--- src/rtl/stage_cfg_ctrl.sv ---
// Per-stage configuration write controller: drains in-flight PHVs, then commits one
// key-offset, lookup-CAM or action-RAM entry and reports completion.
module stage_cfg_ctrl #(
  parameter int STAGE   = 0,
  parameter int KEY_LEN = 197,
  parameter int KEY_OFF = 18,
  parameter int ACT_LEN = 25
) (
  input  logic                     axis_clk,
  input  logic                     aresetn,
  // cfg_valid/cfg_ready: a command transfers on the rising edge where both are 1;
  // cfg_valid may be raised at any time, cfg_ready is 1 only while the FSM is IDLE.
  input  logic                     cfg_valid,
  output logic                     cfg_ready,
  input  logic [2:0]               cfg_stage,
  input  logic [1:0]               cfg_target,
  input  logic [4:0]               cfg_addr,
  input  logic [ACT_LEN*25-1:0]    cfg_data,
  input  logic [KEY_LEN-1:0]       cfg_mask,
  output logic                     cfg_done,
  output logic                     cfg_err,
  input  logic                     phv_in_valid,
  input  logic                     phv_out_valid,
  output logic                     phv_hold,
  output logic [KEY_OFF-1:0]       key_off_entry_out,
  output logic [4:0]               key_off_entry_addr,
  output logic                     key_off_entry_valid,
  output logic [KEY_LEN-1:0]       lookup_din,
  output logic [KEY_LEN-1:0]       lookup_din_mask,
  output logic [4:0]               lookup_din_addr,
  output logic                     lookup_din_en,
  output logic [ACT_LEN*25-1:0]    action_data_out,
  output logic [4:0]               action_addr,
  output logic                     action_en,
  output logic [15:0]              wr_count,
  output logic [1:0]               state_dbg
);

  localparam logic [2:0] STAGE_ID = 3'(STAGE);

  typedef enum logic [1:0] {S_IDLE, S_DRAIN, S_WRITE, S_DONE} state_t;

  state_t                  state, state_next;
  logic [3:0]              in_flight;
  logic [1:0]              lat_tgt;
  logic [4:0]              lat_addr;
  logic [ACT_LEN*25-1:0]   lat_data;
  logic [KEY_LEN-1:0]      lat_mask;
  logic                    accept, stage_hit, drain_done;

  assign accept     = cfg_valid && (state == S_IDLE);
  assign stage_hit  = (cfg_stage == STAGE_ID);
  assign drain_done = (state == S_DRAIN) && (in_flight == 4'd0) && !phv_in_valid;
  assign state_dbg  = state;

  always_comb begin
    state_next = state;
    cfg_ready  = 1'b0;
    phv_hold   = 1'b1;
    cfg_done   = 1'b0;
    case (state)
      S_IDLE: begin
        cfg_ready = 1'b1;
        phv_hold  = 1'b0;
        if (accept && stage_hit && cfg_target != 2'd3) state_next = S_DRAIN;
      end
      S_DRAIN: if (drain_done) state_next = S_WRITE;
      S_WRITE: state_next = S_DONE;
      S_DONE: begin
        cfg_done   = 1'b1;
        state_next = S_IDLE;
      end
      default: state_next = S_IDLE;
    endcase
  end

  // Strobes are decoded from WRITE; their buses were loaded on the DRAIN->WRITE edge.
  assign key_off_entry_valid = (state == S_WRITE) && (lat_tgt == 2'd0);
  assign lookup_din_en       = (state == S_WRITE) && (lat_tgt == 2'd1);
  assign action_en           = (state == S_WRITE) && (lat_tgt == 2'd2);

  always_ff @(posedge axis_clk or negedge aresetn) begin
    if (!aresetn) begin
      state   <= S_IDLE;
      cfg_err <= 1'b0;
    end else begin
      state   <= state_next;
      cfg_err <= accept && stage_hit && (cfg_target == 2'd3);
    end
  end

  always_ff @(posedge axis_clk or negedge aresetn) begin
    if (!aresetn) begin
      in_flight <= 4'd0;
    end else begin
      case ({phv_in_valid, phv_out_valid})
        2'b10:   if (in_flight != 4'd15) in_flight <= in_flight + 4'd1;
        2'b01:   if (in_flight != 4'd0)  in_flight <= in_flight - 4'd1;
        default: in_flight <= in_flight;
      endcase
    end
  end

  // Commands for other stages never touch the latches, so nothing visible changes.
  always_ff @(posedge axis_clk or negedge aresetn) begin
    if (!aresetn) begin
      lat_tgt  <= 2'd0;
      lat_addr <= 5'd0;
      lat_data <= '0;
      lat_mask <= '0;
    end else if (accept && stage_hit) begin
      lat_tgt  <= cfg_target;
      lat_addr <= cfg_addr;
      lat_data <= cfg_data;
      lat_mask <= cfg_mask;
    end
  end

  always_ff @(posedge axis_clk or negedge aresetn) begin
    if (!aresetn) begin
      key_off_entry_out  <= '0;
      key_off_entry_addr <= 5'd0;
      lookup_din         <= '0;
      lookup_din_mask    <= '0;
      lookup_din_addr    <= 5'd0;
      action_data_out    <= '0;
      action_addr        <= 5'd0;
    end else if (drain_done) begin
      case (lat_tgt)
        2'd0: begin
          key_off_entry_out  <= lat_data[KEY_OFF-1:0];
          key_off_entry_addr <= lat_addr;
        end
        2'd1: begin
          lookup_din      <= lat_data[KEY_LEN-1:0];
          lookup_din_mask <= lat_mask;
          lookup_din_addr <= lat_addr;
        end
        2'd2: begin
          action_data_out <= lat_data;
          action_addr     <= lat_addr;
        end
        default: ;
      endcase
    end
  end

  always_ff @(posedge axis_clk or negedge aresetn) begin
    if (!aresetn) begin
      wr_count <= 16'd0;
    end else if (state == S_DONE) begin
      wr_count <= wr_count + 16'd1;
    end
  end

endmodule

--- config.mk ---
export PLATFORM = sky130hd
export DESIGN_NAME = stage_cfg_ctrl
export DESIGN_NICKNAME = d
export VERILOG_FILES = /design/src/rtl/stage_cfg_ctrl.sv
export SDC_FILE = /design/constraint.sdc
export NUM_CORES = 2
export LEC_CHECK = 0
export ABC_AREA = 1
export BUFFER_PORTS_ARGS = -buffer_cell sky130_fd_sc_hd__buf_2
export CELL_PAD_IN_SITES_DETAIL_PLACEMENT = 0
export CELL_PAD_IN_SITES_GLOBAL_PLACEMENT = 1
export CORE_AREA = 4 4 748 750
export CTS_BUF_LIST = sky130_fd_sc_hd__clkbuf_8 sky130_fd_sc_hd__clkbuf_16
export DETAILED_ROUTE_END_ITERATION = 10
export DIE_AREA = 0 0 752 754
export PLACE_DENSITY_LB_ADDON = 0.1
export SETUP_SLACK_MARGIN = 0.2
export SYNTH_ARGS = -nofsm -noshare
export SYNTH_HDL_FRONTEND = slang
export SYNTH_SLANG_ARGS = --single-unit
--- constraint.sdc ---
create_clock -name axis_clk -period 2 [get_ports axis_clk]
set_input_delay 0.2 -clock axis_clk [delete_from_list [all_inputs] [get_ports axis_clk]]
set_output_delay 0.2 -clock axis_clk [all_outputs]
set_load 0.1 [all_outputs]
After elaboration in Yosys (flattened, before gate mapping)

Index checks and enable logic that the tools add are counted.

Eq/ne operators: 14
Add/sub/neg operators: 3
Reduce and logical (&&, ||, !) cells: 21
Mux-type cells: 9

Operator list:

| cell                                                  | number |
|---|---|
| adder 16 x 1 -> 16 bit, second input constant         | 1 |
| == test 2 bit, second input constant                  | 5 |
| logical AND 1 bit                                     | 9 |
| two-way mux 4 bit                                     | 2 |
| inequality test 2 bit, second input constant          | 4 |
| case mux 2 bit (4 select lines)                       | 1 |
| case mux 4 bit (2 select lines)                       | 1 |
| AND reduction 2 bit                                   | 4 |
| == test 2 x 1 -> 1 bit, second input constant         | 3 |
| adder 4 x 1 -> 4 bit, second input constant           | 1 |
| zero test 2 bit                                       | 2 |
| zero test 4 bit                                       | 1 |
| two-way mux 2 bit                                     | 2 |
| inequality test 4 bit, second input constant          | 1 |
| nonzero test 4 bit                                    | 1 |
| subtractor 4 x 1 -> 4 bit, second input constant      | 1 |
| zero test 3 bit                                       | 1 |
| two-way mux 1 bit                                     | 3 |
| AND reduction 3 bit                                   | 1 |
| inequality test 2 x 1 -> 1 bit, second input constant | 1 |
| nonzero test 2 bit                                    | 1 |
| zero test 1 bit                                       | 1 |

Logic and storage cells: 62
Flip-flop bits (word level): 1904
Input port bits: 837
Output and inout bits: 1077

Logic depth before layout (Yosys ltp)

Word-level depth: 6
Depth in mapped cells: 11
Mapped depth without buffers: 10

Worst setup path after synthesis

OpenSTA, ideal clock, no wires.

Path kind: register to output
Start: register state[1] (netlist: state_dbg[1])
End: output action_en
Path buffers: 0
Setup slack: -1.568 ns
Cell stages (with the launch flop): 4
Data required time: 1.800 ns
Data arrival time: 3.368 ns
Path through: dfrtp_1 ha_1 inv_1 nor3_1

Word-level cells in the longest chain between the ends: 2

Ends and longest elaborated chain:

| what                     | RTL line | RTL |
|---|---|---|
| start: declaration       | 43       | `state_t state, state_next;` |
| start signal: assignment | 87       | `state <= state_next;` |
| == test 2 bit            | 80       | `assign action_en = (state == S_WRITE) && (lat_tgt == 2'd2);` |
| logical AND 1 bit        | 80       |  |
| end: declaration         | 34       | `output logic action_en,` |

No other way between the ends.

Worst setup path after layout

Start: register state[0] (netlist: state_dbg[0])
End: output lookup_din_en

Word-level cells in the longest chain between the ends: 2

Ends and longest elaborated chain:

| what              | RTL line | RTL |
|---|---|---|
| == test 2 bit     | 79       | `assign lookup_din_en = (state == S_WRITE) && (lat_tgt == 2'd1);` |
| logical AND 1 bit | 79       |  |
| end: declaration  | 31       | `output logic lookup_din_en,` |

No other way between the ends.

==> out/results.tsv <==
metric	value	unit
run_status	complete, but fails checks	
violations	negative setup slack	
final_antenna_net_count	0	
p_per_area	1790	nW/um^2
drtIter0Drc	3006	
synth_top_family_by_area	compound AO/OA/AOI/OAI gates	
synthAdderAreaFrac	0.179	%
p_leak	0.0581	uW
rsz0062_at_grt	yes	
drtPass1Iterations	5	
drcViolationCount	0	
syn_area	69900	sq um
slew_headroom	41.9	%
grt_pass1_wl	574000	um
crit_fanout	2	
drv_cap	0	
ir_drop	0.831	mV
layout.area.seq	47800	sq um
netlist.area_leader.share	68.2	%
h-tree-depth	5	
grt_max_degree	84	
timing.hold.ws	123	ps
via_per_inst	3.49	
final.fill_count	60400	
clk_pin_slew	50	ps
synth_compound_area_share	13.5	%
end_kind	primary output	
drive_gt1_share	31.2	%
final_util	22.1	%
synth.distinct_cells	24	
routabilityCongestion	0.823	
start_util	12.6	%
syn-num-nets	7901	
worst_slew_pin_slew	871	ps
area_delta_synth_final	74.7	%
root_buffer	clkbuf_16	
dieArea	567000	sq um
crit_path_start_kind	register	
yosysWarnings	0	
period_needed	2440	ps
cts_buffers	269	
synth.area.top_cells	dfrtp_1 (68%), nand2_1 (10%), o21ai_0 (9.2%)	
io_pins	1914	
synth-xor-area-share	0.188	%
core_area	552000	sq um
crit_slowest_cell	dfrtp_4	
grt_antenna_before_repair	186	
gr-total-overflow	0	
totalPowerFinal	218000	uW
cts.sinks	1904	
path_class	register to primary output	
tns	-262360	ps
period_share	122	%
worst_ep_required_time	1800	ps
multiInputGateArea	19200	sq um
path_cells	inv_4 -> buf_6 -> ha_4 -> inv_6 -> nor3_4 -> buf_12 -> buf_16	
synthMuxAreaShare	0.0161	%
wl_per_cell	24.3	um
die_w	752	um
yosys.area_share.simple	10.6	%
cts_tree	yes	
hp-class	primary input to register	
fmax	0.410	GHz
totalWireLength	443000	um
grt_usage	14.5	%
fin_nets	11500	
dp_hpwl	339000	um
grt_pass1_vias	66600	
yosysSeqAreaShare	68.2	%
yosys_register_bits	1904	
finClkSkew	46.2	ps
maxSlewViolCount	0	
clockBufferDepth	4	
setup_violations	1719	
hold_violations	0	
die_h	754	um
clk_latency	910	ps
critPathMaxStageDelay	490	ps
dpl_cell_area	91400	sq um
cp.arrival	2240	ps
setup_ws	-440	ps
yosysTopAreaCell	dfrtp_1	
dr_total_vias	63600	
syn_avg_cell_area	9.90	sq um
portBuffers	1913	
rows	273	
fin_area	122000	sq um
synth_cells	7054	
## kinds of logic (layout without fill, tap and decap cells)
| family | Yosys count | count (layout) |
|---|---|---|
| adder cells (fa/ha/maj) | 10 | 10 |
| flip-flops | 1904 | 1904 |
| buffers and inverters | 1270 | 5086 |
| XOR/XNOR | 15 | 15 |
| other | 0 | 75 |
| AO/OA/AOI/OAI | 1888 | 1888 |
| multiplexers | 1 | 1 |
| AND/OR/NAND/NOR | 1966 | 1966 |
## cells in the mapped netlist
master    count
a21oi_1       1
buf_2       183
buf_4         2
buf_6         6
clkbuf_1    224
dfrtp_1    1904
ha_1         10
inv_1       855
mux2_2        1
nand2_1    1920
nand3_1      17
nand3_2       2
nand3b_1      1
nand4_1       1
nor2_1       18
nor2_2        1
nor2_4        1
nor3_1        4
o21ai_0    1286
o21ai_1     600
o21bai_1      1
or2_2         1
xnor2_1       3
xor2_1       12
## metal layers
| layer | track usage, % | vias to the layer above | share of wire [%] |
|---|---|---|---|
| met5 | 0 | - | 0.13 |
| met4 | 3.20 | 102 | 2.4 |
| met3 | 5.56 | 575 | 8.8 |
| met2 | 25.3 | 1929 | 49 |
| met1 | 16.6 | 31300 | 40 |
| li1 | - | 29800 | - |
## cell usage in the layout, fill, tap and decap left out, types with 151 or more instances in the layout
master and n:
buf_4 283, o21ai_2 151, dfrtp_1 1823, buf_2 1707, clkbuf_16 360, nand2_1 1680
o21ai_0 1162, dlygate4sd3_1 1256, o21ai_1 572, buf_12 331, inv_1 931
## report_power, final
part	internal (uW)	total (uW)	switching (uW)	leakage, uW
registers	54700	63200	8510	0.0243
logic	21500	108000	86400	0.0293
clock network	27700	47400	19700	0.00449
## per-stage QoR
step           worst slack [ps]  std cells
2_1_floorplan             -55.9       7054
3_3_place_gp               -211      16200
3_5_place_dp               -203      16200
4_1_cts                    -623      18000
5_1_grt                    -595      18200
6_report                   -440      18200
## cell type report
cell class                 instances  area share [%]
clock inverter                   130           0.751
sequential                      1904            39.1
timing repair buffer            3776            27.9
clock buffer                     325            6.21
inverter                         855            2.65
tap                             7287            7.47
antenna                           75           0.154
multi-input combinational       3880            15.7
## sequential cells by signal (all words and copies together) (netlist names)
| name | count |
|---|---|
| lat_mask | 197 |
| lat_data | 625 |
| lookup_din | 197 |
| action_data_out | 625 |
| lookup_din_mask | 197 |
| cfg_err | 1 |
| action_addr | 5 |
| wr_count | 16 |
| lookup_din_addr | 5 |
| key_off_entry_addr | 5 |
| state_dbg | 2 |
| lat_addr | 5 |
| lat_tgt | 2 |
| in_flight | 4 |
| key_off_entry_out | 18 |
## critical path, delay by kind of cell (launching register included)
kind | cells | cell delay, ps
fa+ha+maj | 1 | 160
buf+inv | 5 | 520
flops | 1 | 490
simple gates | 1 | 150
## worst paths after layout
check	cells after the start	slack (ps)	start	end
min in group asynchronous	3	180	aresetn	action_data_out[554]
worst min register to register	2	480	lat_data[528]	action_data_out[528]
worst min-delay path	4	120	cfg_mask[49]	lat_mask[49]
worst max-delay path	7	-440	state_dbg[0]	lookup_din_en
worst max register to register	12	-300	state_dbg[1]	action_data_out[514]
max in group asynchronous	4	930	aresetn	action_data_out[391]
## repair_timing
| item | 4_1_cts | 5_1_grt |
|---|---|---|
| buffers inserted | 82 | 28 |
| hold endpoints to repair | 2308 | 0 |
| gates cloned | 10 | 107 |
| resized for setup | 922 | 764 |
| setup endpoints to repair | 2886 | 2966 |
| pin swaps | 6 | 13 |
| hold buffers | 1256 | 0 |
Note: power is estimated with default switching activity, not from simulation.
